### config.mk
export PLATFORM = sky130hd
export DESIGN_NAME = rr_arbiter_8x3_flat
export DESIGN_NICKNAME = d
export VERILOG_FILES = /design/src/rtl/rr_arbiter_8x3_pkg.sv /design/src/rtl/rr_arbiter_8x3_if.sv /design/src/rtl/rr_arbiter_8x3_onehot_enc.sv /design/src/rtl/rr_arbiter_8x3.sv /design/src/flat_wrapper.sv
export SDC_FILE = /design/constraint.sdc
export NUM_CORES = 1
export LEC_CHECK = 0
export ABC_AREA = 1
export CAP_MARGIN = 15
export CORE_MARGIN = 3
export CORE_UTILIZATION = 52
export CTS_CLUSTER_DIAMETER = 50
export DETAILED_ROUTE_END_ITERATION = 8
export GPL_TIMING_DRIVEN = 0
export PLACE_DENSITY_LB_ADDON = 0.25
export SETUP_SLACK_MARGIN = 0.02
export SLEW_MARGIN = 20
export SYNTH_ARGS = -nofsm -noshare
export SYNTH_HDL_FRONTEND = slang
export SYNTH_SLANG_ARGS = --single-unit
### constraint.sdc
create_clock -name clk -period 3.94 [get_ports clk]
set_input_delay 0.985 -clock clk [delete_from_list [all_inputs] [get_ports clk]]
set_output_delay 0.985 -clock clk [all_outputs]
set_load 0.02 [all_outputs]
### src/rtl/rr_arbiter_8x3_pkg.sv
// Shared constants, FSM state type and round-robin search helper for rr_arbiter_8x3.
package rr_arb_pkg;

    localparam int N_REQ = 8;
    localparam int IDX_W = 3;

    typedef enum logic {
        IDLE  = 1'b0,
        GRANT = 1'b1
    } state_e;

    // Rotate so that index last_idx+1 lands on bit 0, then isolate the lowest set bit.
    // The result is one-hot in the rotated domain; add last_idx+1 to its index to un-rotate.
    function automatic logic [N_REQ-1:0] rr_rot_pick(input logic [N_REQ-1:0] req,
                                                     input logic [IDX_W-1:0] last_idx);
        logic [IDX_W-1:0] sh;
        logic [N_REQ-1:0] rot;
        sh  = last_idx + 3'd1;
        rot = 8'({req, req} >> sh);
        return rot & (~rot + 8'd1);
    endfunction

endpackage

### src/rtl/rr_arbiter_8x3_if.sv
// Request/grant bundle between the requesters (master) and the arbiter (slave).
interface rr_arbiter_8x3_if;
    import rr_arb_pkg::*;

    logic [N_REQ-1:0] req;
    logic [N_REQ-1:0] gnt;
    logic [IDX_W-1:0] gnt_idx;
    logic             gnt_vld;
    logic             timeout;

    modport master (output req, input gnt, gnt_idx, gnt_vld, timeout);
    modport slave  (input req, output gnt, gnt_idx, gnt_vld, timeout);

endinterface

### src/rtl/rr_arbiter_8x3_onehot_enc.sv
// Combinational 8-to-3 one-hot encoder (OR-of-bits form) with an any-bit-set flag.
module onehot_enc_8x3
    import rr_arb_pkg::*;
(
    input  logic [N_REQ-1:0] onehot_i,
    output logic [IDX_W-1:0] idx_o,
    output logic             vld_o
);

    assign idx_o[0] = onehot_i[1] | onehot_i[3] | onehot_i[5] | onehot_i[7];
    assign idx_o[1] = onehot_i[2] | onehot_i[3] | onehot_i[6] | onehot_i[7];
    assign idx_o[2] = onehot_i[4] | onehot_i[5] | onehot_i[6] | onehot_i[7];
    assign vld_o    = |onehot_i;

endmodule

### src/rtl/rr_arbiter_8x3.sv
// 8-requester round-robin arbiter with registered one-hot grant and encoded index.
// Optional grant-hold timeout with penalty mask: define RR_ARB_TIMEOUT_EN.
module rr_arbiter_8x3
    import rr_arb_pkg::*;
#(
    parameter int MAX_HOLD = 16
) (
    input logic            clk,
    input logic            rst_n,
    rr_arbiter_8x3_if.slave bus
);

    if (N_REQ != 8) begin : g_bad_nreq
        $error("rr_arbiter_8x3 supports exactly 8 requesters");
    end
    if (MAX_HOLD < 2 || MAX_HOLD > 255) begin : g_bad_hold
        $error("rr_arbiter_8x3 MAX_HOLD must be within 2..255");
    end

    state_e           state_q, state_d;
    logic [N_REQ-1:0] gnt_q, gnt_d;
    logic [IDX_W-1:0] idx_q, idx_d;
    logic [IDX_W-1:0] last_q, last_d;
    logic             vld_q, vld_d;

    logic [N_REQ-1:0] req_elig;
    logic [N_REQ-1:0] pick_rot;
    logic [IDX_W-1:0] rot_idx;
    logic [IDX_W-1:0] win_idx;
    logic             any_elig;
    logic             revoke;

`ifdef RR_ARB_TIMEOUT_EN
    localparam logic [7:0] HOLD_LAST = 8'(MAX_HOLD - 1);

    logic [7:0]       hold_q, hold_d;
    logic [N_REQ-1:0] mask_q, mask_d;
    logic             timeout_q;

    assign req_elig = bus.req & ~mask_q;
    assign revoke   = (state_q == GRANT) && bus.req[idx_q] && (hold_q == HOLD_LAST);
    assign hold_d   = (state_q == GRANT) ? hold_q + 8'd1 : 8'd0;
    // A penalised requester stays masked until it is seen with req low.
    assign mask_d   = (mask_q & bus.req) | (revoke ? gnt_q : '0);

    always_ff @(posedge clk or negedge rst_n) begin
        if (!rst_n) begin
            hold_q    <= 8'd0;
            mask_q    <= '0;
            timeout_q <= 1'b0;
        end else begin
            hold_q    <= hold_d;
            mask_q    <= mask_d;
            timeout_q <= revoke;
        end
    end

    assign bus.timeout = timeout_q;
`else
    assign req_elig    = bus.req;
    assign revoke      = 1'b0;
    assign bus.timeout = 1'b0;
`endif

    assign pick_rot = rr_rot_pick(req_elig, last_q);

    onehot_enc_8x3 u_enc (
        .onehot_i (pick_rot),
        .idx_o    (rot_idx),
        .vld_o    (any_elig)
    );

    assign win_idx = rot_idx + last_q + 3'd1;

    always_comb begin
        state_d = state_q;
        gnt_d   = gnt_q;
        idx_d   = idx_q;
        vld_d   = vld_q;
        last_d  = last_q;
        case (state_q)
            IDLE: begin
                if (any_elig) begin
                    state_d = GRANT;
                    gnt_d   = 8'd1 << win_idx;
                    idx_d   = win_idx;
                    vld_d   = 1'b1;
                    last_d  = win_idx;
                end
            end
            GRANT: begin
                if (!bus.req[idx_q] || revoke) begin
                    state_d = IDLE;
                    gnt_d   = '0;
                    idx_d   = '0;
                    vld_d   = 1'b0;
                end
            end
            default: state_d = IDLE;
        endcase
    end

    always_ff @(posedge clk or negedge rst_n) begin
        if (!rst_n) begin
            state_q <= IDLE;
            gnt_q   <= '0;
            idx_q   <= '0;
            vld_q   <= 1'b0;
            last_q  <= 3'd7;
        end else begin
            state_q <= state_d;
            gnt_q   <= gnt_d;
            idx_q   <= idx_d;
            vld_q   <= vld_d;
            last_q  <= last_d;
        end
    end

    assign bus.gnt     = gnt_q;
    assign bus.gnt_idx = idx_q;
    assign bus.gnt_vld = vld_q;

endmodule

### src/flat_wrapper.sv
// flat-port wrapper written by rule: the top's interface ports become plain ports
module rr_arbiter_8x3_flat import rr_arb_pkg::*;
#(
    parameter int MAX_HOLD = 16
)
  (clk, rst_n, bus_req, bus_gnt, bus_gnt_idx, bus_gnt_vld, bus_timeout);
  rr_arbiter_8x3_if bus_i ();
  input logic clk;
  input logic rst_n;
  input wire logic [$bits(bus_i.req)-1:0] bus_req;
  output wire logic [$bits(bus_i.gnt)-1:0] bus_gnt;
  output wire logic [$bits(bus_i.gnt_idx)-1:0] bus_gnt_idx;
  output wire logic [$bits(bus_i.gnt_vld)-1:0] bus_gnt_vld;
  output wire logic [$bits(bus_i.timeout)-1:0] bus_timeout;
  assign bus_i.req = bus_req;
  assign bus_gnt = bus_i.gnt;
  assign bus_gnt_idx = bus_i.gnt_idx;
  assign bus_gnt_vld = bus_i.gnt_vld;
  assign bus_timeout = bus_i.timeout;
  rr_arbiter_8x3 #(.MAX_HOLD(MAX_HOLD)) u_core (.clk(clk), .rst_n(rst_n), .bus(bus_i));
endmodule
-- After elaboration in Yosys (flattened, before gate mapping)
Cells that the tools add are included.
- bits in registers: 16
- bits in latches: 0
- memory bits (writable): 0
- memory bits (read-only): 0
- bits of input ports: 10
- output and inout bits: 13
- logic and storage cells: 43
- memories kept: 0
- $add $sub $neg: 4
- multiply operators: 0
- div/mod/pow operators: 0
- $lt $le $gt $ge: 1
- equality and inequality tests: 2
- shifts and indexed selects: 2
- muxes and demuxes: 14
- bitwise logic cells: 12
- reduce and logical (&&, ||, !) cells: 3
- operator list (operator ; number):
    two-way mux 8 bit ; 2
    case mux 8 bit (2 select lines) ; 1
    right shift 16 x 3 -> 8 bit ; 1
    OR 1 bit ; 9
    adder 8 x 1 -> 8 bit, second input constant ; 1
    bitwise AND 8 bit ; 1
    inverter 8 bit ; 1
    OR reduction 8 bit ; 1
    << shifter 1 x 3 -> 8 bit, first input constant ; 1
    adder 3 x 1 -> 3 bit, second input constant ; 2
    two-way mux 3 bit ; 2
    case mux 3 bit (2 select lines) ; 1
    two-way mux 1 bit ; 5
    < comparator 3 x 4 -> 1 bit, second input constant ; 1
    case mux 1 bit (2 select lines) ; 2
    AND reduction 2 bit ; 2
    adder 3 bit ; 1
    binary-select mux 1 bit (select 3 bit) ; 1
    inequality test 2 x 1 -> 1 bit, second input constant ; 1
    inequality test 2 bit, second input constant ; 1
    inverter 1 bit ; 1

-- Logic depth before layout (Yosys ltp)
- depth in word-level cells: 13
- depth in mapped cells: 18
- mapped depth without buffers: 17

-- Hierarchy
From an unflattened synthesis, not the netlist that was laid out.
- cells, all modules: 215
- area, all modules: 1321.3 sq um
- by module, submodules not included (module ; times used ; cells an instance ; area an instance (sq um) ; seq. area each (sq um)):
    rr_arbiter_8x3 ; 1 ; 197 ; 1246.2 ; 404.1
    onehot_enc_8x3 ; 1 ; 18 ; 75.1 ; 0.0

-- Least setup slack after synthesis
OpenSTA, ideal clock, no wires.
- kind: register to register
- from: register u_core.last_q[0]
- to: register u_core.idx_q[2] (netlist: u_core.bus.gnt_idx[2])
- library setup time: 121 ps
- arrival time: 2803 ps
- data required time: 3819 ps
- path slack: 1015 ps
- stages on the path, launching flop included: 19
- path buffers: 1
- period minus slack after synthesis: 2925 ps
- path through: dfstp_2 > ha_1 > buf_2 > inv_1 > nand3_1 > nand2_1 > nand2_1 > nand2_1 > nand2_2 > nor2_8 > a32oi_1 > ha_1 > fa_1 > xor2_1 > inv_1 > nand2_1 > nand2_4 > nand2_1 > o21ai_1
- longest elaborated chain between the ends: 12
- elaborated cells on any way between the ends: 21
- those cells by class: add/sub (4); eq/ne (1); shift (1); mux (2); bitwise (11); reduce/logical (2)
- ends and longest elaborated chain (item ; RTL line ; text):
    from (decl) ; rr_arbiter_8x3.sv:23 ; logic [IDX_W-1:0] last_q, last_d;
    from (signal assigned) ; rr_arbiter_8x3.sv:115 ; last_q <= last_d;
    adder 3 x 1 -> 3 bit ; rr_arbiter_8x3_pkg.sv:18 ; sh = last_idx + 3'd1;
    right shift 16 x 3 -> 8 bit ; rr_arbiter_8x3_pkg.sv:19 ; rot = 8'({req, req} >> sh);
    inverter 8 bit ; rr_arbiter_8x3_pkg.sv:20 ; return rot & (~rot + 8'd1);
    adder 8 x 1 -> 8 bit ; rr_arbiter_8x3_pkg.sv:20 ;
    bitwise AND 8 bit ; rr_arbiter_8x3_pkg.sv:20 ;
    OR 1 bit (on tied branches) (3 in series) ; rr_arbiter_8x3_onehot_enc.sv:10, rr_arbiter_8x3_onehot_enc.sv:11, rr_arbiter_8x3_onehot_enc.sv:12 ;
    adder 3 bit ; rr_arbiter_8x3.sv:73 ; assign win_idx = rot_idx + last_q + 3'd1;
    adder 3 x 1 -> 3 bit ; rr_arbiter_8x3.sv:73 ;
    two-way mux 3 bit ; rr_arbiter_8x3.sv:83 ; if (any_elig) begin
    case mux 3 bit (2 select lines) ; rr_arbiter_8x3.sv:81 ; case (state_q)
    to (signal assigned) ; rr_arbiter_8x3.sv:113 ; idx_q <= idx_d;
    to (decl) ; rr_arbiter_8x3.sv:22 ; logic [IDX_W-1:0] idx_q, idx_d;
Several ways; a longest one is shown, not always the timed one. The select of a mux whose other input is x is not followed.
A chain may end at the register's enable or synchronous reset.

-- Final worst setup path
- from: input port bus_req[7]
- to: register u_core.idx_q[2] (netlist: u_core.bus.gnt_idx[2])
- longest elaborated chain between the ends: 11
- elaborated cells on any way between the ends: 23
- those cells by class: add/sub (3); eq/ne (2); shift (1); mux (4); bitwise (11); reduce/logical (2)
- ends and longest elaborated chain (item ; RTL line ; text):
    from (decl) ; flat_wrapper.sv:10 ; input wire logic [$bits(bus_i.req)-1:0] bus_req;
    right shift 16 x 3 -> 8 bit ; rr_arbiter_8x3_pkg.sv:19 ;
    inverter 8 bit ; rr_arbiter_8x3_pkg.sv:20 ;
    adder 8 x 1 -> 8 bit ; rr_arbiter_8x3_pkg.sv:20 ;
    bitwise AND 8 bit ; rr_arbiter_8x3_pkg.sv:20 ;
    OR 1 bit (on tied branches) (3 in series) ; rr_arbiter_8x3_onehot_enc.sv:10, rr_arbiter_8x3_onehot_enc.sv:11, rr_arbiter_8x3_onehot_enc.sv:12 ;
    adder 3 bit ; rr_arbiter_8x3.sv:73 ;
    adder 3 x 1 -> 3 bit ; rr_arbiter_8x3.sv:73 ;
    two-way mux 3 bit ; rr_arbiter_8x3.sv:83 ;
    case mux 3 bit (2 select lines) ; rr_arbiter_8x3.sv:81 ;
Several ways; a longest one is shown, not always the timed one. The select of a mux whose other input is x is not followed.

==> summary.md <==
| Metric | Value |
|---|---|
| Number of remaining DRC errors | 0 |
| GPL Wtd Cong | 0.762 |
| Vias in the first global route | 1283 |
| HP Class | flip-flop to flip-flop |
| Synth cell types | 29 |
| HP Start | u_core.bus.gnt_vld |
| Max Slew Vio Count | 0 |
| Maxcap violations | 0 |
| Number of hold buffers added after cts | 0 |
| Nets | 224 |
| Min Tclk post-route | 3.54 ns |
| CP Launch Type | primary input |
| # diodes | 0 |
| Most frequent cell after synthesis | nand2_1 |
| Syn_nets | 198 |
| Port bufs | 21 |
| #FFs+latches synth | 16 |
| Dominant synthesized flop cell | dfrtp_1 |
| GR Overflow Total | 0 |
| Antenna Nets Post-Route | 0 |
| Detailed Route WL | 3140 µm |
| Worst-path fanout max | 9 |
| Register-to-register setup slack | 0.51 ns |
| Synth cell count leaders | 71 x nand2_1, 29 x nand3_1, 14 x inv_1, 13 x dfrtp_1, 9 x nand3_2 |
| Worst-Skew Late Latency | 0.28 ns |
| Vias | 1310 |
| Hpwl dp | 2490 µm |
| FF-to-FF path depth | 18 |
| Initial antenna violation count | 0 |
| Worst R2R Start | u_core.last_q[0] |
| Root Buffer | clkbuf_4 |
| Die ar. | 0.00318 mm² |
| Post-CTS setup buffers | 0 |
| TritonCTS clock tree | yes |
| Critical Path RT | 4.11 ns |
| Mapped cell area | 0.00132 mm² |
| Synth Instances | 185 |
| Die height | 56.4 µm |
| Hold path endpoint | u_core.bus.gnt_vld |
| Sequential area share after synthesis | 30.6% |
| Max Buffers Root-to-Sink | 2 |
| Finish-stage setup viols | 0 |
| Synth top area cells | dfrtp_1 25%, nand2_1 20%, nand3_1 11% |
| Area leader, netlist | dfrtp_1 |
| Worst Hold Depth | 2 |
| Crit path DAT | 3.71 ns |
| Die X-Extent | 56.4 µm |
| Crit path kind | primary input to flip-flop |
| Area Overhead vs Synth | 21.3% |
| Post-synth EDFFs | 0 |
| CTS H-tree lvls | 1 |
| Pin count of the biggest net entering global routing | 17 |
| Post-synth top area share | 24.6% |
| Post-CTS resize count | 0 |
| Core Rows | 17 |
| Initial Util | 56.9% |
| Avg Inst Size Synth | 7.14 µm² |
| CP endpoint kind | flip-flop |
| Asr flop ratio synth | 100% |
| Yosys warning total | 0 |
| Final period util | 89.9% |
| CTS clk-pin slew, worst paths | 0.10 ns |
| RSZ-0062 raised after global routing | false |
| Drt first-iter violations | 52 |
| Fmax | 0.282 GHz |
| TritonCTS buffer count | 3 |
| Slew @ Worst Pin | 0.726 ns |
| Final Hold Viols | 0 |
| IO Count | 23 |
| Max-slew headroom | 51.4% |
| Number of detailed-route iterations in the first pass | 4 |
| Clock Skew | 0.00406 ns |
| Vias per cell | 5.50 |
| Status | complete, no violations |
| First-pass GRT wire length | 5640 µm |
| Clk sink count | 16 |
| Setup TNS | 0 ns |
| Core area | 0.00232 mm² |
| Reg-to-reg endpoint | u_core.bus.gnt_idx[2] |
| Wire per inst | 13.2 µm |
| GRT Resource Usage Total | 21.7% |
| Share of layout cells above drive strength 1 | 18.1% |
## worst max-delay path by stage
stage | cells past startpoint | endpoint | from | slack [ns]
after floorplan | 18 | u_core.bus.gnt_idx[2] | u_core.last_q[0] | 1.02
after global placement | 17 | u_core.bus.gnt_idx[2] | bus_req[1] | 0.29
after detailed placement | 17 | u_core.bus.gnt_idx[2] | bus_req[1] | 0.13
after CTS | 17 | u_core.bus.gnt_idx[2] | bus_req[0] | 0.42
after global routing | 17 | u_core.bus.gnt_idx[2] | bus_req[3] | 0.18
final | 17 | u_core.bus.gnt_idx[2] | bus_req[7] | 0.40
## worst max-delay path, cell delays in order
cell             delay (ns)
clkdlybuf4s50_1        0.45
nand2_1                0.13
nand3_1                0.12
nand2_1                0.11
nand2_1                0.08
nand2_1                0.11
nand2_2                0.09
nor2_8                 0.13
a32oi_1                0.15
ha_1                   0.23
fa_1                   0.37
xor2_1                 0.26
inv_1                  0.08
nand2_1                0.11
nand2_4                0.10
nand2_1                0.11
o21ai_1                0.09
## per-layer routing
metal  track usage [%]  up-vias  share of wire, %
met5                 0        -                 0
met4              4.07        0              0.45
met3              1.38        2               4.6
met2              38.4       47                51
met1              29.1      607                44
li1                  -      654                 -
## kinds of logic after synthesis
group | share of synthesized area [%]
AO/OA/AOI/OAI | 8.53
other | 0.284
XOR/XNOR | 3.13
flip-flops | 30.6
AND/OR/NAND/NOR | 46.6
buffers and inverters | 7.39
adder cells (fa/ha/maj) | 3.41
## registers in the layout, summed over array words and instances (netlist names)
register / flops
u_core.bus.gnt: 8
u_core.bus.gnt_idx: 3
u_core.last_q: 3
u_core.bus.gnt_vld: 1
u_core.state_q: 1
## final cells by class
class	instances	area (µm²)
plain buffers	5	37.5
clock buffers	4	36.3
fillers	207	717
inverters	16	60.1
multi-input cells	148	818
flip-flops and latches	16	404
well taps	28	35.0
repair buffers	21	210
## cell usage in the layout (no fill, tap or decap), types with 4 or more instances in the layout
master,n
nand3_2,9
clkdlybuf4s50_1,21
nand2_4,4
inv_1,14
nand3_1,29
nand2_1,71
o21ai_1,5
dfrtp_1,13
o21ai_2,4
## stage by stage
step / cell area [µm²] / std cells / util [%] / hold WS (ns) / worst slack, ns
2_1_floorplan: 1320 / 185 / - / 0.486 / 1.02
3_3_place_gp: 1570 / 234 / 67.5 / 0.462 / 0.290
3_5_place_dp: 1570 / 234 / 67.5 / 0.489 / 0.131
4_1_cts: 1600 / 238 / 69.1 / 0.517 / 0.421
5_1_grt: 1600 / 238 / 69.1 / 0.546 / 0.175
6_report: 1600 / 238 / 69.1 / 0.507 / 0.398
Power is left out: the tool's default activity adds up to more than one toggle a clock period on the data nets, which glitch-free logic cannot reach.
